--- src/rtl/uart_rx_fifo_pkg.sv ---
// Shared types and constants for the oversampling UART receive path.
package uart_pkg;

    typedef enum logic [2:0] {
        IDLE,
        START,
        DATA,
        PARITY,
        STOP1,
        STOP2
    } rx_state_e;

    localparam int OVERSAMPLE = 16;

    // Oversample indices: two early samples are stored, the third is taken
    // live and the bit is decided on the last one.
    localparam logic [3:0] OS_SAMPLE_A = 4'd7;
    localparam logic [3:0] OS_SAMPLE_B = 4'd8;
    localparam logic [3:0] OS_SAMPLE_C = 4'd9;
    localparam logic [3:0] OS_LAST     = 4'(OVERSAMPLE - 1);

    // Status bit positions in rd_data, counted upward from bit DATA_W.
    localparam int ST_FERR_OFS = 0;
    localparam int ST_PERR_OFS = 1;
    localparam int ST_BRK_OFS  = 2;

    function automatic logic maj3(input logic a, input logic b, input logic c);
        return (a & b) | (a & c) | (b & c);
    endfunction

endpackage

--- src/rtl/uart_rx_fifo_if.sv ---
// Bus-side read port of the receiver: FIFO drain, status and overrun clear.
interface uart_rx_fifo_if #(
    parameter int DATA_W     = 9,
    parameter int FIFO_DEPTH = 16
);
    localparam int LVL_W = $clog2(FIFO_DEPTH) + 1;

    logic              rd_en;
    logic              clr_overrun;
    logic [DATA_W+2:0] rd_data;
    logic              rd_valid;
    logic [LVL_W-1:0]  fifo_level;
    logic              overrun;

    modport master (
        output rd_en, clr_overrun,
        input  rd_data, rd_valid, fifo_level, overrun
    );

    modport slave (
        input  rd_en, clr_overrun,
        output rd_data, rd_valid, fifo_level, overrun
    );
endinterface

--- src/rtl/uart_rx_fifo_fifo.sv ---
// First-word-fall-through FIFO with a registered head so the output is 0
// after reset and holds the last word while empty.
module uart_fifo #(
    parameter int WIDTH = 8,
    parameter int DEPTH = 16
) (
    input  logic                   clk,
    input  logic                   rst,
    input  logic                   push,
    input  logic [WIDTH-1:0]       wdata,
    input  logic                   pop,
    output logic [WIDTH-1:0]       rdata,
    output logic                   full,
    output logic                   empty,
    output logic [$clog2(DEPTH):0] level
);
    localparam int PTR_W = $clog2(DEPTH);
    localparam int LVL_W = PTR_W + 1;

    logic [WIDTH-1:0] mem_q [DEPTH];
    logic [PTR_W-1:0] wr_ptr_q, wr_ptr_d;
    logic [PTR_W-1:0] rd_ptr_q, rd_ptr_d;
    logic [LVL_W-1:0] count_q, count_d;
    logic [WIDTH-1:0] head_q, head_d;
    logic             do_push;
    logic             do_pop;

    assign full    = (count_q == LVL_W'(DEPTH));
    assign empty   = (count_q == '0);
    // A full FIFO still accepts a word when the same cycle frees a slot.
    assign do_push = push && (!full || pop);
    assign do_pop  = pop && !empty;

    // Next pointers, level and head word; the head bypasses memory when the
    // word being written is the one that becomes the head.
    always_comb begin
        wr_ptr_d = wr_ptr_q;
        rd_ptr_d = rd_ptr_q;
        count_d  = count_q;
        head_d   = head_q;
        if (do_push) wr_ptr_d = wr_ptr_q + PTR_W'(1);
        if (do_pop)  rd_ptr_d = rd_ptr_q + PTR_W'(1);
        case ({do_push, do_pop})
            2'b10:   count_d = count_q + LVL_W'(1);
            2'b01:   count_d = count_q - LVL_W'(1);
            default: count_d = count_q;
        endcase
        if (count_d != '0) begin
            if (do_push && (wr_ptr_q == rd_ptr_d)) head_d = wdata;
            else                                   head_d = mem_q[rd_ptr_d];
        end
    end

    // Storage array, written only on an accepted push.
    always_ff @(posedge clk) begin
        if (do_push) mem_q[wr_ptr_q] <= wdata;
    end

    // Pointer, level and head registers.
    always_ff @(posedge clk) begin
        if (rst) begin
            wr_ptr_q <= '0;
            rd_ptr_q <= '0;
            count_q  <= '0;
            head_q   <= '0;
        end else begin
            wr_ptr_q <= wr_ptr_d;
            rd_ptr_q <= rd_ptr_d;
            count_q  <= count_d;
            head_q   <= head_d;
        end
    end

    assign rdata = head_q;
    assign level = count_q;

endmodule

--- src/rtl/uart_rx_fifo.sv ---
// 16x oversampling UART receiver with majority voting, false-start
// rejection, per-word status and an FWFT receive FIFO.
module uart_rx_fifo
    import uart_pkg::*;
#(
    parameter int DATA_W     = 9,
    parameter int FIFO_DEPTH = 16,
    parameter int DIV_W      = 16
) (
    input  logic             clk,
    input  logic             rst,
    input  logic [DIV_W-1:0] clk_div,
    input  logic             rx,
    input  logic [3:0]       bits_per_word,
    input  logic             parity_en,
    input  logic             parity_odd,
    input  logic             two_stop_bit,
    output logic             busy,
    uart_rx_fifo_if.slave    bus
);
    localparam int WORD_W = DATA_W + 3;

    logic             rx_meta_q, rxs_q;
    logic [DIV_W-1:0] tick_cnt_q;
    logic             tick;

    rx_state_e        state_q, state_d;
    logic [3:0]       os_cnt_q, os_cnt_d;
    logic [3:0]       bit_idx_q, bit_idx_d;
    logic [DATA_W-1:0] data_q, data_d;
    logic             samp_a_q, samp_a_d;
    logic             samp_b_q, samp_b_d;
    logic [3:0]       bpw_q, bpw_d;
    logic             par_en_q, par_en_d;
    logic             par_odd_q, par_odd_d;
    logic             two_stop_q, two_stop_d;
    logic             par_bit_q, par_bit_d;
    logic             par_err_q, par_err_d;
    logic             frame_err_q, frame_err_d;
    logic             brk_q, brk_d;
    logic             overrun_q, overrun_d;

    logic             maj;
    logic             brk_now;
    logic [3:0]       bpw_in;
    logic             push;
    logic [WORD_W-1:0] push_word;
    logic             fifo_full;
    logic             fifo_empty;

    assign tick    = (tick_cnt_q >= clk_div);
    assign maj     = maj3(samp_a_q, samp_b_q, rxs_q);
    assign brk_now = (data_q == '0) && (!par_en_q || !par_bit_q) && !maj;
    assign bpw_in  = (bits_per_word < 4'd5)          ? 4'd5 :
                     (bits_per_word > 4'(DATA_W))   ? 4'(DATA_W) : bits_per_word;

    // Receiver state machine: all frame decisions happen on oversample ticks.
    always_comb begin
        state_d     = state_q;
        os_cnt_d    = os_cnt_q;
        bit_idx_d   = bit_idx_q;
        data_d      = data_q;
        samp_a_d    = samp_a_q;
        samp_b_d    = samp_b_q;
        bpw_d       = bpw_q;
        par_en_d    = par_en_q;
        par_odd_d   = par_odd_q;
        two_stop_d  = two_stop_q;
        par_bit_d   = par_bit_q;
        par_err_d   = par_err_q;
        frame_err_d = frame_err_q;
        brk_d       = brk_q;
        push        = 1'b0;
        push_word   = {3'b000, data_q};

        if (tick) begin
            if (state_q != IDLE)           os_cnt_d = os_cnt_q + 4'd1;
            if (os_cnt_q == OS_SAMPLE_A)   samp_a_d = rxs_q;
            if (os_cnt_q == OS_SAMPLE_B)   samp_b_d = rxs_q;

            case (state_q)
                IDLE: begin
                    if (!rxs_q) begin
                        state_d     = START;
                        os_cnt_d    = '0;
                        data_d      = '0;
                        par_bit_d   = 1'b0;
                        par_err_d   = 1'b0;
                        frame_err_d = 1'b0;
                        brk_d       = 1'b0;
                        bpw_d       = bpw_in;
                        par_en_d    = parity_en;
                        par_odd_d   = parity_odd;
                        two_stop_d  = two_stop_bit;
                    end
                end
                START: begin
                    if (os_cnt_q == OS_SAMPLE_C && maj) begin
                        state_d  = IDLE;
                        os_cnt_d = '0;
                    end else if (os_cnt_q == OS_LAST) begin
                        state_d   = DATA;
                        bit_idx_d = '0;
                    end
                end
                DATA: begin
                    if (os_cnt_q == OS_SAMPLE_C) begin
                        for (int i = 0; i < DATA_W; i++) begin
                            if (bit_idx_q == 4'(i)) data_d[i] = maj;
                        end
                    end
                    if (os_cnt_q == OS_LAST) begin
                        if (bit_idx_q == bpw_q - 4'd1) state_d = par_en_q ? PARITY : STOP1;
                        else                           bit_idx_d = bit_idx_q + 4'd1;
                    end
                end
                PARITY: begin
                    if (os_cnt_q == OS_SAMPLE_C) begin
                        par_bit_d = maj;
                        par_err_d = maj ^ (^data_q) ^ par_odd_q;
                    end
                    if (os_cnt_q == OS_LAST) state_d = STOP1;
                end
                STOP1: begin
                    if (os_cnt_q == OS_SAMPLE_C) begin
                        frame_err_d = !maj;
                        brk_d       = brk_now;
                        if (!two_stop_q) begin
                            push                              = 1'b1;
                            push_word[DATA_W + ST_BRK_OFS]    = brk_now;
                            push_word[DATA_W + ST_PERR_OFS]   = par_err_q;
                            push_word[DATA_W + ST_FERR_OFS]   = !maj;
                            state_d                           = IDLE;
                            os_cnt_d                          = '0;
                        end
                    end
                    if (os_cnt_q == OS_LAST && two_stop_q) state_d = STOP2;
                end
                STOP2: begin
                    if (os_cnt_q == OS_SAMPLE_C) begin
                        push                              = 1'b1;
                        push_word[DATA_W + ST_BRK_OFS]    = brk_q;
                        push_word[DATA_W + ST_PERR_OFS]   = par_err_q;
                        push_word[DATA_W + ST_FERR_OFS]   = frame_err_q | !maj;
                        state_d                           = IDLE;
                        os_cnt_d                          = '0;
                    end
                end
                default: begin
                    state_d  = IDLE;
                    os_cnt_d = '0;
                end
            endcase
        end
    end

    // Sticky overrun: a fresh drop wins over a simultaneous clear.
    always_comb begin
        overrun_d = overrun_q;
        if (push && fifo_full && !bus.rd_en) overrun_d = 1'b1;
        else if (bus.clr_overrun)            overrun_d = 1'b0;
    end

    // Synchronizer, tick divider, FSM and status registers.
    always_ff @(posedge clk) begin
        if (rst) begin
            rx_meta_q   <= 1'b1;
            rxs_q       <= 1'b1;
            tick_cnt_q  <= '0;
            state_q     <= IDLE;
            os_cnt_q    <= '0;
            bit_idx_q   <= '0;
            data_q      <= '0;
            samp_a_q    <= 1'b1;
            samp_b_q    <= 1'b1;
            bpw_q       <= 4'd8;
            par_en_q    <= 1'b0;
            par_odd_q   <= 1'b0;
            two_stop_q  <= 1'b0;
            par_bit_q   <= 1'b0;
            par_err_q   <= 1'b0;
            frame_err_q <= 1'b0;
            brk_q       <= 1'b0;
            overrun_q   <= 1'b0;
        end else begin
            rx_meta_q   <= rx;
            rxs_q       <= rx_meta_q;
            tick_cnt_q  <= tick ? '0 : tick_cnt_q + DIV_W'(1);
            state_q     <= state_d;
            os_cnt_q    <= os_cnt_d;
            bit_idx_q   <= bit_idx_d;
            data_q      <= data_d;
            samp_a_q    <= samp_a_d;
            samp_b_q    <= samp_b_d;
            bpw_q       <= bpw_d;
            par_en_q    <= par_en_d;
            par_odd_q   <= par_odd_d;
            two_stop_q  <= two_stop_d;
            par_bit_q   <= par_bit_d;
            par_err_q   <= par_err_d;
            frame_err_q <= frame_err_d;
            brk_q       <= brk_d;
            overrun_q   <= overrun_d;
        end
    end

    uart_fifo #(
        .WIDTH (WORD_W),
        .DEPTH (FIFO_DEPTH)
    ) u_fifo (
        .clk   (clk),
        .rst   (rst),
        .push  (push),
        .wdata (push_word),
        .pop   (bus.rd_en),
        .rdata (bus.rd_data),
        .full  (fifo_full),
        .empty (fifo_empty),
        .level (bus.fifo_level)
    );

    assign bus.rd_valid = !fifo_empty;
    assign bus.overrun  = overrun_q;
    assign busy         = (state_q != IDLE);

endmodule

--- src/flat_wrapper.sv ---
// flat-port wrapper written by rule: the top's interface ports become plain ports
module uart_rx_fifo_flat import uart_pkg::*;
#(
    parameter int DATA_W     = 9,
    parameter int FIFO_DEPTH = 16,
    parameter int DIV_W      = 16
)
  (clk, rst, clk_div, rx, bits_per_word, parity_en, parity_odd, two_stop_bit, busy, bus_rd_en, bus_clr_overrun, bus_rd_data, bus_rd_valid, bus_fifo_level, bus_overrun);
  uart_rx_fifo_if #(.DATA_W(DATA_W), .FIFO_DEPTH(FIFO_DEPTH)) bus_i ();
  input  logic clk;
  input  logic rst;
  input  logic [DIV_W-1:0] clk_div;
  input  logic rx;
  input  logic [3:0] bits_per_word;
  input  logic parity_en;
  input  logic parity_odd;
  input  logic two_stop_bit;
  output logic busy;
  input wire logic [$bits(bus_i.rd_en)-1:0] bus_rd_en;
  input wire logic [$bits(bus_i.clr_overrun)-1:0] bus_clr_overrun;
  output wire logic [$bits(bus_i.rd_data)-1:0] bus_rd_data;
  output wire logic [$bits(bus_i.rd_valid)-1:0] bus_rd_valid;
  output wire logic [$bits(bus_i.fifo_level)-1:0] bus_fifo_level;
  output wire logic [$bits(bus_i.overrun)-1:0] bus_overrun;
  assign bus_i.rd_en = bus_rd_en;
  assign bus_i.clr_overrun = bus_clr_overrun;
  assign bus_rd_data = bus_i.rd_data;
  assign bus_rd_valid = bus_i.rd_valid;
  assign bus_fifo_level = bus_i.fifo_level;
  assign bus_overrun = bus_i.overrun;
  uart_rx_fifo #(.DATA_W(DATA_W), .FIFO_DEPTH(FIFO_DEPTH), .DIV_W(DIV_W)) u_core (.clk(clk), .rst(rst), .clk_div(clk_div), .rx(rx), .bits_per_word(bits_per_word), .parity_en(parity_en), .parity_odd(parity_odd), .two_stop_bit(two_stop_bit), .busy(busy), .bus(bus_i));
endmodule
--- config.mk ---
export PLATFORM = sky130hd
export DESIGN_NAME = uart_rx_fifo_flat
export DESIGN_NICKNAME = d
export VERILOG_FILES = /design/src/rtl/uart_rx_fifo_pkg.sv /design/src/rtl/uart_rx_fifo_if.sv /design/src/rtl/uart_rx_fifo_fifo.sv /design/src/rtl/uart_rx_fifo.sv /design/src/flat_wrapper.sv
export SDC_FILE = /design/constraint.sdc
export NUM_CORES = 1
export LEC_CHECK = 0
export ABC_CLOCK_PERIOD_IN_PS = 4300
export CAP_MARGIN = 5
export CORE_ASPECT_RATIO = 2
export CORE_MARGIN = 8
export CORE_UTILIZATION = 45
export CTS_CLUSTER_DIAMETER = 60
export CTS_CLUSTER_SIZE = 20
export DETAILED_ROUTE_END_ITERATION = 8
export PLACE_DENSITY = 0.63
export REMOVE_ABC_BUFFERS = 1
export SKIP_CTS_REPAIR_TIMING = 1
export SLEW_MARGIN = 20
export SYNTH_ARGS = -nofsm -noshare
export SYNTH_HDL_FRONTEND = slang
export SYNTH_SLANG_ARGS = --single-unit
--- constraint.sdc ---
create_clock -name clk -period 4.3 [get_ports clk]
set_clock_uncertainty 0.2 [all_clocks]
set_input_delay 0.43 -clock clk [delete_from_list [all_inputs] [get_ports clk]]
set_output_delay 0.43 -clock clk [all_outputs]
set_load 0.005 [all_outputs]
==> results_dict.tcl, run 1 <==
set metrics [dict create \
    ys_seq_elements 269 \
    r2r_end "u_core.u_fifo.rdata[11]$_SDFFE_PP0P_" \
    synth_warnings 0 \
    grt_pass1_wl_mm 54.4 \
    cp.arrival_ns 4.31 \
    power.density_mw_per_mm2 292 \
    core_area_sq_mm 0.0293 \
    status "completed" \
    critPathRequiredTime_ns 4.54 \
    clock_sinks 269 \
    gp_congestion 0.863 \
    p_leak_nw 5.61 \
    netlist_top_cells_area "edfxtp_1 43%, dfxtp_1 12%, nand2_1 4.1%" \
    setup.reg_to_reg.worst_slack_ns 0.28 \
    period_share_pct 94.8 \
    cts_buffer_depth 3 \
    critPathLaunch "clk_div[13]" \
    worstSetupStartpointType "input port" \
    cp-endpoint "u_core.u_fifo.rdata[11]$_SDFFE_PP0P_" \
    area_delta_synth_final_pct 13.3 \
    tightest_slew_ns 1.03 \
    synth-main-ff-cell "edfxtp_1" \
    synth_edf_count 192 \
    fmax_mhz 245 \
    antennaDiodeCount 0 \
    maxSlewHeadroom_pct 31.2 \
    netlist.area_leader.share_pct 43.3 \
    io_pins 48 \
    async_flop_share_pct 0 \
    avgViaCountPerCell 6.01 \
    hold_viol 0 \
    synth.distinct_cells 73 \
    dieArea_sq_mm 0.0357 \
    layout-drive-gt1-share_pct 12.3 \
    cts_tree "built" \
    placed_area_sq_mm 0.0146 \
    rows 89 \
    path_max_fanout 6 \
    wirelength_mm 35.1 \
    antenna_found_initial 2 \
    num_vias 9778 \
    numCtsBuffers 17 \
    routedWlPerCell_um 21.6 \
    die_w_um 138 \
    postSynthAreaPerCell_sq_um 11.3 \
    grt_use_total_pct 19.8 \
    slew_violations 0 \
    ant_nets 0 \
    synth_top_area_cell "edfxtp_1" \
    clk_pin_slew_ns 0.08 \
    path_class "input port to flop" \
    min_path_type "input port to flop" \
    grt_max_degree 85 \
    fin_nets 1316 \
    ff2ff_path_depth 18 \
    setup_viol 0 \
    drt_iter0_drc 771 \
    cap_violations 0 \
    cts-root-buf "clkbuf_16" \
    netlist_area_sq_mm 0.0133 \
    clk_latency_ns 0.51 \
    seq_area_frac_synth_pct 54.9 \
    die_h_um 259 \
    rsz0062_at_grt "no" \
    firstDrtPassIters 5 \
    grt-ovfl-total 0 \
    grt_pass1_vias 9708 \
    power.total_mw 4.41 \
    port_buffers 47 \
    drc 0 \
    hpwl_mm 23.7 \
    syn_inst 1181 \
    initial_core_util_pct 45.5 \
    htreeDepth 1 \
    timing.rr.start "u_core.tick_cnt_q[13]$_SDFF_PP0_" \
    fin_area_sq_mm 0.0151 \
    layout_min_cycle_time_ns 4.07 \
    end_kind "flop" \
    ir_worst_vdd_v 0.000390 \
]
## flip-flops by register name, summed over array words and instances (netlist names), 5 cells and up
name,cells
u_core.data_q,9
u_core.tick_cnt_q,16
u_core.u_fifo.mem_q,192
u_core.u_fifo.rdata,12
u_core.u_fifo.level,5
## power by group
| part | internal, mW | total, mW | leakage, nW | switching, mW |
|---|---|---|---|---|
| logic | 0.0380 | 0.0721 | 2.73 | 0.0340 |
| registers | 2.74 | 2.74 | 2.65 | 0.00340 |
| clock network | 0.754 | 1.60 | 0.234 | 0.844 |
## cell families (layout without fill, tap and decap cells)
| family | after synthesis | count (layout) | synth area share, % |
|---|---|---|---|
| xor gates and xnor gates | 47 | 47 | 3.09 |
| and+or+nand+nor | 390 | 390 | 14.1 |
| buffers and inverters | 121 | 202 | 3.63 |
| muxes | 71 | 71 | 7.53 |
| adders and majority gates | 38 | 38 | 3.55 |
| DFF | 269 | 269 | 54.9 |
| AOI/OAI and AO/OA | 245 | 245 | 13.2 |
## layout by cell type (no fill, tap or decap), types with 11 or more instances in the layout
cell type and n:
a211oi_1 24, a21oi_1 39, a22oi_1 12, and3_1 26, buf_4 71, clkbuf_16 17, clkdlybuf4s50_1 46, dfxtp_1 76
edfxtp_1 192, ha_1 35, inv_1 52, mux2i_1 44, mux4_2 23, nand2_1 145, nand2b_1 12, nand3_1 35
nor2_1 84, nor2b_1 11, nor3_1 14, o211ai_1 17, o21ai_0 28, o22ai_1 12, xnor2_1 25, xor2_1 19
## cell type report
| class | count | area, sq um |
|---|---|---|
| Tap cell | 364 | 455 |
| Inverter | 52 | 195 |
| Timing Repair Buffer | 120 | 1040 |
| Sequential cell | 269 | 7310 |
| Multi-Input combinational cell | 791 | 5610 |
| Clock inverter | 3 | 22.5 |
| Fill cell | 2546 | 14200 |
| Clock buffer | 27 | 463 |
## synth_stat cells, drive strengths merged (11+ instances only)
cell type and instances:
edfxtp 192, nand2 145, nor2 84, dfxtp 77, clkbuf 59, inv 52
mux2i 44, a21oi 40, ha 37, nand3 35, o21ai 31, and3 27
xnor2 27, a211oi 25, mux4 23, xor2 20, o211ai 18, nor3 15
a22oi 12, nand2b 12, o22ai 12, nor2b 11
## routing by layer
layer | part of all wire (%) | track usage (%) | wire length (um)
met5 | 0.037 | 0 | 13
met4 | 2.8 | 6.98 | 969
met3 | 6.2 | 3.04 | 2190
met2 | 52 | 34.2 | 18100
met1 | 39 | 24.2 | 13900
## per-stage QoR
stage | TNS [ns] | utilization (%) | instances | worst slack, ns | hold WS [ns]
2_1_floorplan | -20.28 | - | 1112 | -1.58 | 0.189
6_report | 0 | 51.5 | 1626 | 0.226 | 0.127
3_5_place_dp | -6.51 | 49.7 | 1596 | -0.578 | 0.197
3_3_place_gp | -4.46 | 49.7 | 1596 | -0.430 | 0.196
4_1_cts | -0.193 | 51.4 | 1626 | -0.0404 | 0.102
5_1_grt | 0 | 51.5 | 1626 | 0.0170 | 0.136
## worst min-delay path by stage
stage                           startpoint                        endpoint  slack, ns  depth (start not counted)
2_1_floorplan  u_core.rx_meta_q$_SDFF_PP1_         u_core.rxs_q$_SDFF_PP1_       0.19                          1
3_3_place_gp   u_core.rx_meta_q$_SDFF_PP1_         u_core.rxs_q$_SDFF_PP1_       0.20                          1
3_5_place_dp   u_core.rx_meta_q$_SDFF_PP1_         u_core.rxs_q$_SDFF_PP1_       0.20                          1
4_1_cts                                rst    u_core.bpw_q[1]$_SDFFE_PP0P_       0.10                          2
5_1_grt                                rst  u_core.state_q[0]$_SDFFE_PP0P_       0.14                          2
6_report                               rst    u_core.bpw_q[1]$_SDFFE_PP0P_       0.13                          2
## worst max-delay path: stages
cell	delay, ns
clkdlybuf4s50_1	0.46
inv_1	0.04
ha_1	0.31
a211oi_2	0.22
nor2_1	0.07
a211o_1	0.29
a311oi_2	0.32
nor3_2	0.09
inv_1	0.11
ha_4	0.15
xor2_2	0.13
ha_2	0.22
and3b_1	0.16
o21ai_0	0.07
a21oi_1	0.19
xnor2_1	0.10
and3_4	0.24
buf_12	0.13
or4_1	0.46
o211ai_1	0.11
Power figures use the tool's default switching activity.
==> run 2: changes to the inputs <==
--- a/config.mk
+++ b/config.mk
@@ -8,7 +8,7 @@
 export ABC_CLOCK_PERIOD_IN_PS = 4300
 export CAP_MARGIN = 5
 export CORE_ASPECT_RATIO = 2
-export CORE_MARGIN = 8
+export CORE_MARGIN = 2
 export CORE_UTILIZATION = 45
 export CTS_CLUSTER_DIAMETER = 60
 export CTS_CLUSTER_SIZE = 20
==> run 2 against run 1 <==
Die area fell by 13%. Flip-flop and latch count unchanged. Core utilization is 0.30 points higher. Critical path depth did not move. Largest cell class unchanged. Largest power group unchanged.
==> results_dict.tcl, run 2 (synthesis gave the netlist of run 1 again) <==
set metrics [dict create \
    regMostFlops "u_core.u_fifo.mem_q" \
    htreeDepth 1 \
    hpwl_mm 23.4 \
    layout-drive-gt1-share_pct 12.8 \
    cts_buffer_depth 3 \
    grt_pass1_wl_mm 54.3 \
    ant_nets 0 \
    grt_use_total_pct 22.3 \
    ff2ff_path_depth 18 \
    power.total_mw 4.53 \
    routedWlPerCell_um 21.4 \
    die_w_um 126 \
    tightest_slew_ns 1.03 \
    dieArea_sq_mm 0.0311 \
    grt-ovfl-total 0 \
    p_leak_nw 5.67 \
    initial_core_util_pct 45.5 \
    antenna_found_initial 0 \
    fmax_mhz 245 \
    port_buffers 47 \
    maxSlewHeadroom_pct 31.2 \
    grt_max_degree 51 \
    fin_area_sq_mm 0.0152 \
    place_inst 1599 \
    place_ws_ns -0.595 \
    critPathLaunch "clk_div[5]" \
    numCtsBuffers 17 \
    layout_common_cells "192 x edfxtp_1, 145 x nand2_1, 84 x nor2_1" \
    setup_viol 0 \
    path_max_fanout 6 \
    clock_sinks 269 \
    power.density_mw_per_mm2 298 \
    area_delta_synth_final_pct 14.0 \
    fin_util_pct 51.8 \
    rows 89 \
    placed_area_sq_mm 0.0146 \
    hold_depth 1 \
    finalNonFillerCells 1633 \
    core_area_sq_mm 0.0293 \
    largest_register_ff_count 192 \
    drc 0 \
    firstDrtPassIters 5 \
    hold_ws_ns 0.217 \
    ir_worst_vdd_v 0.000360 \
    gp_congestion 0.888 \
    clk_latency_ns 0.52 \
    final_common_cell "edfxtp_1" \
    avgViaCountPerCell 5.97 \
    fin_ws_ns 0.222 \
    min_path_type "flop to flop" \
    timing.rr.start "u_core.tick_cnt_q[13]$_SDFF_PP0_" \
    tns_ns 0 \
    clk_pin_slew_ns 0.08 \
    period_share_pct 94.8 \
    setup.reg_to_reg.worst_slack_ns 0.27 \
    cts_tree "built" \
    r2r_end "u_core.u_fifo.rdata[11]$_SDFFE_PP0P_" \
    num_vias 9755 \
    worstSetupStartpointType "input port" \
    layout_min_cycle_time_ns 4.08 \
    drt_iter0_drc 710 \
    min_from "u_core.rx_meta_q$_SDFF_PP1_" \
    fin_nets 1322 \
    grt_pass1_vias 9636 \
    io_pins 48 \
    path_class "input port to flop" \
    critPathRequiredTime_ns 4.52 \
    slew_violations 0 \
    wirelength_mm 35.0 \
    status "completed" \
    cp.arrival_ns 4.30 \
    end_kind "flop" \
    cts-root-buf "clkbuf_16" \
    hold_viol 0 \
    die_h_um 247 \
    whs_endpoint "u_core.rxs_q$_SDFF_PP1_" \
    cap_violations 0 \
]
run 2: worst max-delay path by stage:
stage	endpoint	slack, ns	cells past startpoint
after floorplan	u_core.u_fifo.rdata[11]$_SDFFE_PP0P_	-1.58	8
after global placement	u_core.u_fifo.rdata[11]$_SDFFE_PP0P_	-0.43	20
after detailed placement	u_core.u_fifo.rdata[11]$_SDFFE_PP0P_	-0.59	20
after CTS	u_core.u_fifo.rdata[11]$_SDFFE_PP0P_	-0.08	20
after global routing	u_core.u_fifo.rdata[11]$_SDFFE_PP0P_	-0.05	20
final	u_core.u_fifo.rdata[11]$_SDFFE_PP0P_	0.22	20
run 2: layer usage:
metal / GRT usage (%) / vias up / share of wire, %
met5: 0 / - / 0
met4: 6.80 / 0 / 2.9
met3: 2.96 / 68 / 6.4
met2: 39.6 / 309 / 50
met1: 28.2 / 4803 / 40
li1: - / 4575 / -
run 2: critical path, stage by stage:
cell and delay, ns:
clkdlybuf4s50_1 0.45, inv_1 0.04, ha_1 0.28, a21o_1 0.19, a221oi_2 0.24, o21ai_1 0.14
a311oi_2 0.36, nor3_2 0.08, inv_1 0.08, ha_2 0.18, xor2_1 0.07, ha_2 0.20
a21oi_1 0.17, mux2i_1 0.23, xor2_1 0.10, a21boi_1 0.15, and3_4 0.21, buf_12 0.13
or4_1 0.47, o211ai_1 0.10
run 2: where the power goes:
part	switching (mW)	internal, mW
logic	0.0342	0.0386
registers	0.00339	2.74
clock network	0.845	0.869
total	0.883	3.65
run 2: final cells by class:
| type | count | area [sq um] |
|---|---|---|
| flip-flops and latches | 269 | 7310 |
| clock buffers | 26 | 459 |
| multi-input cells | 791 | 5620 |
| well taps | 364 | 455 |
| clock inverters | 4 | 73.8 |
| repair buffers | 126 | 1070 |
| inverters | 52 | 195 |
| diodes | 1 | 2.50 |
| fillers | 2565 | 14100 |
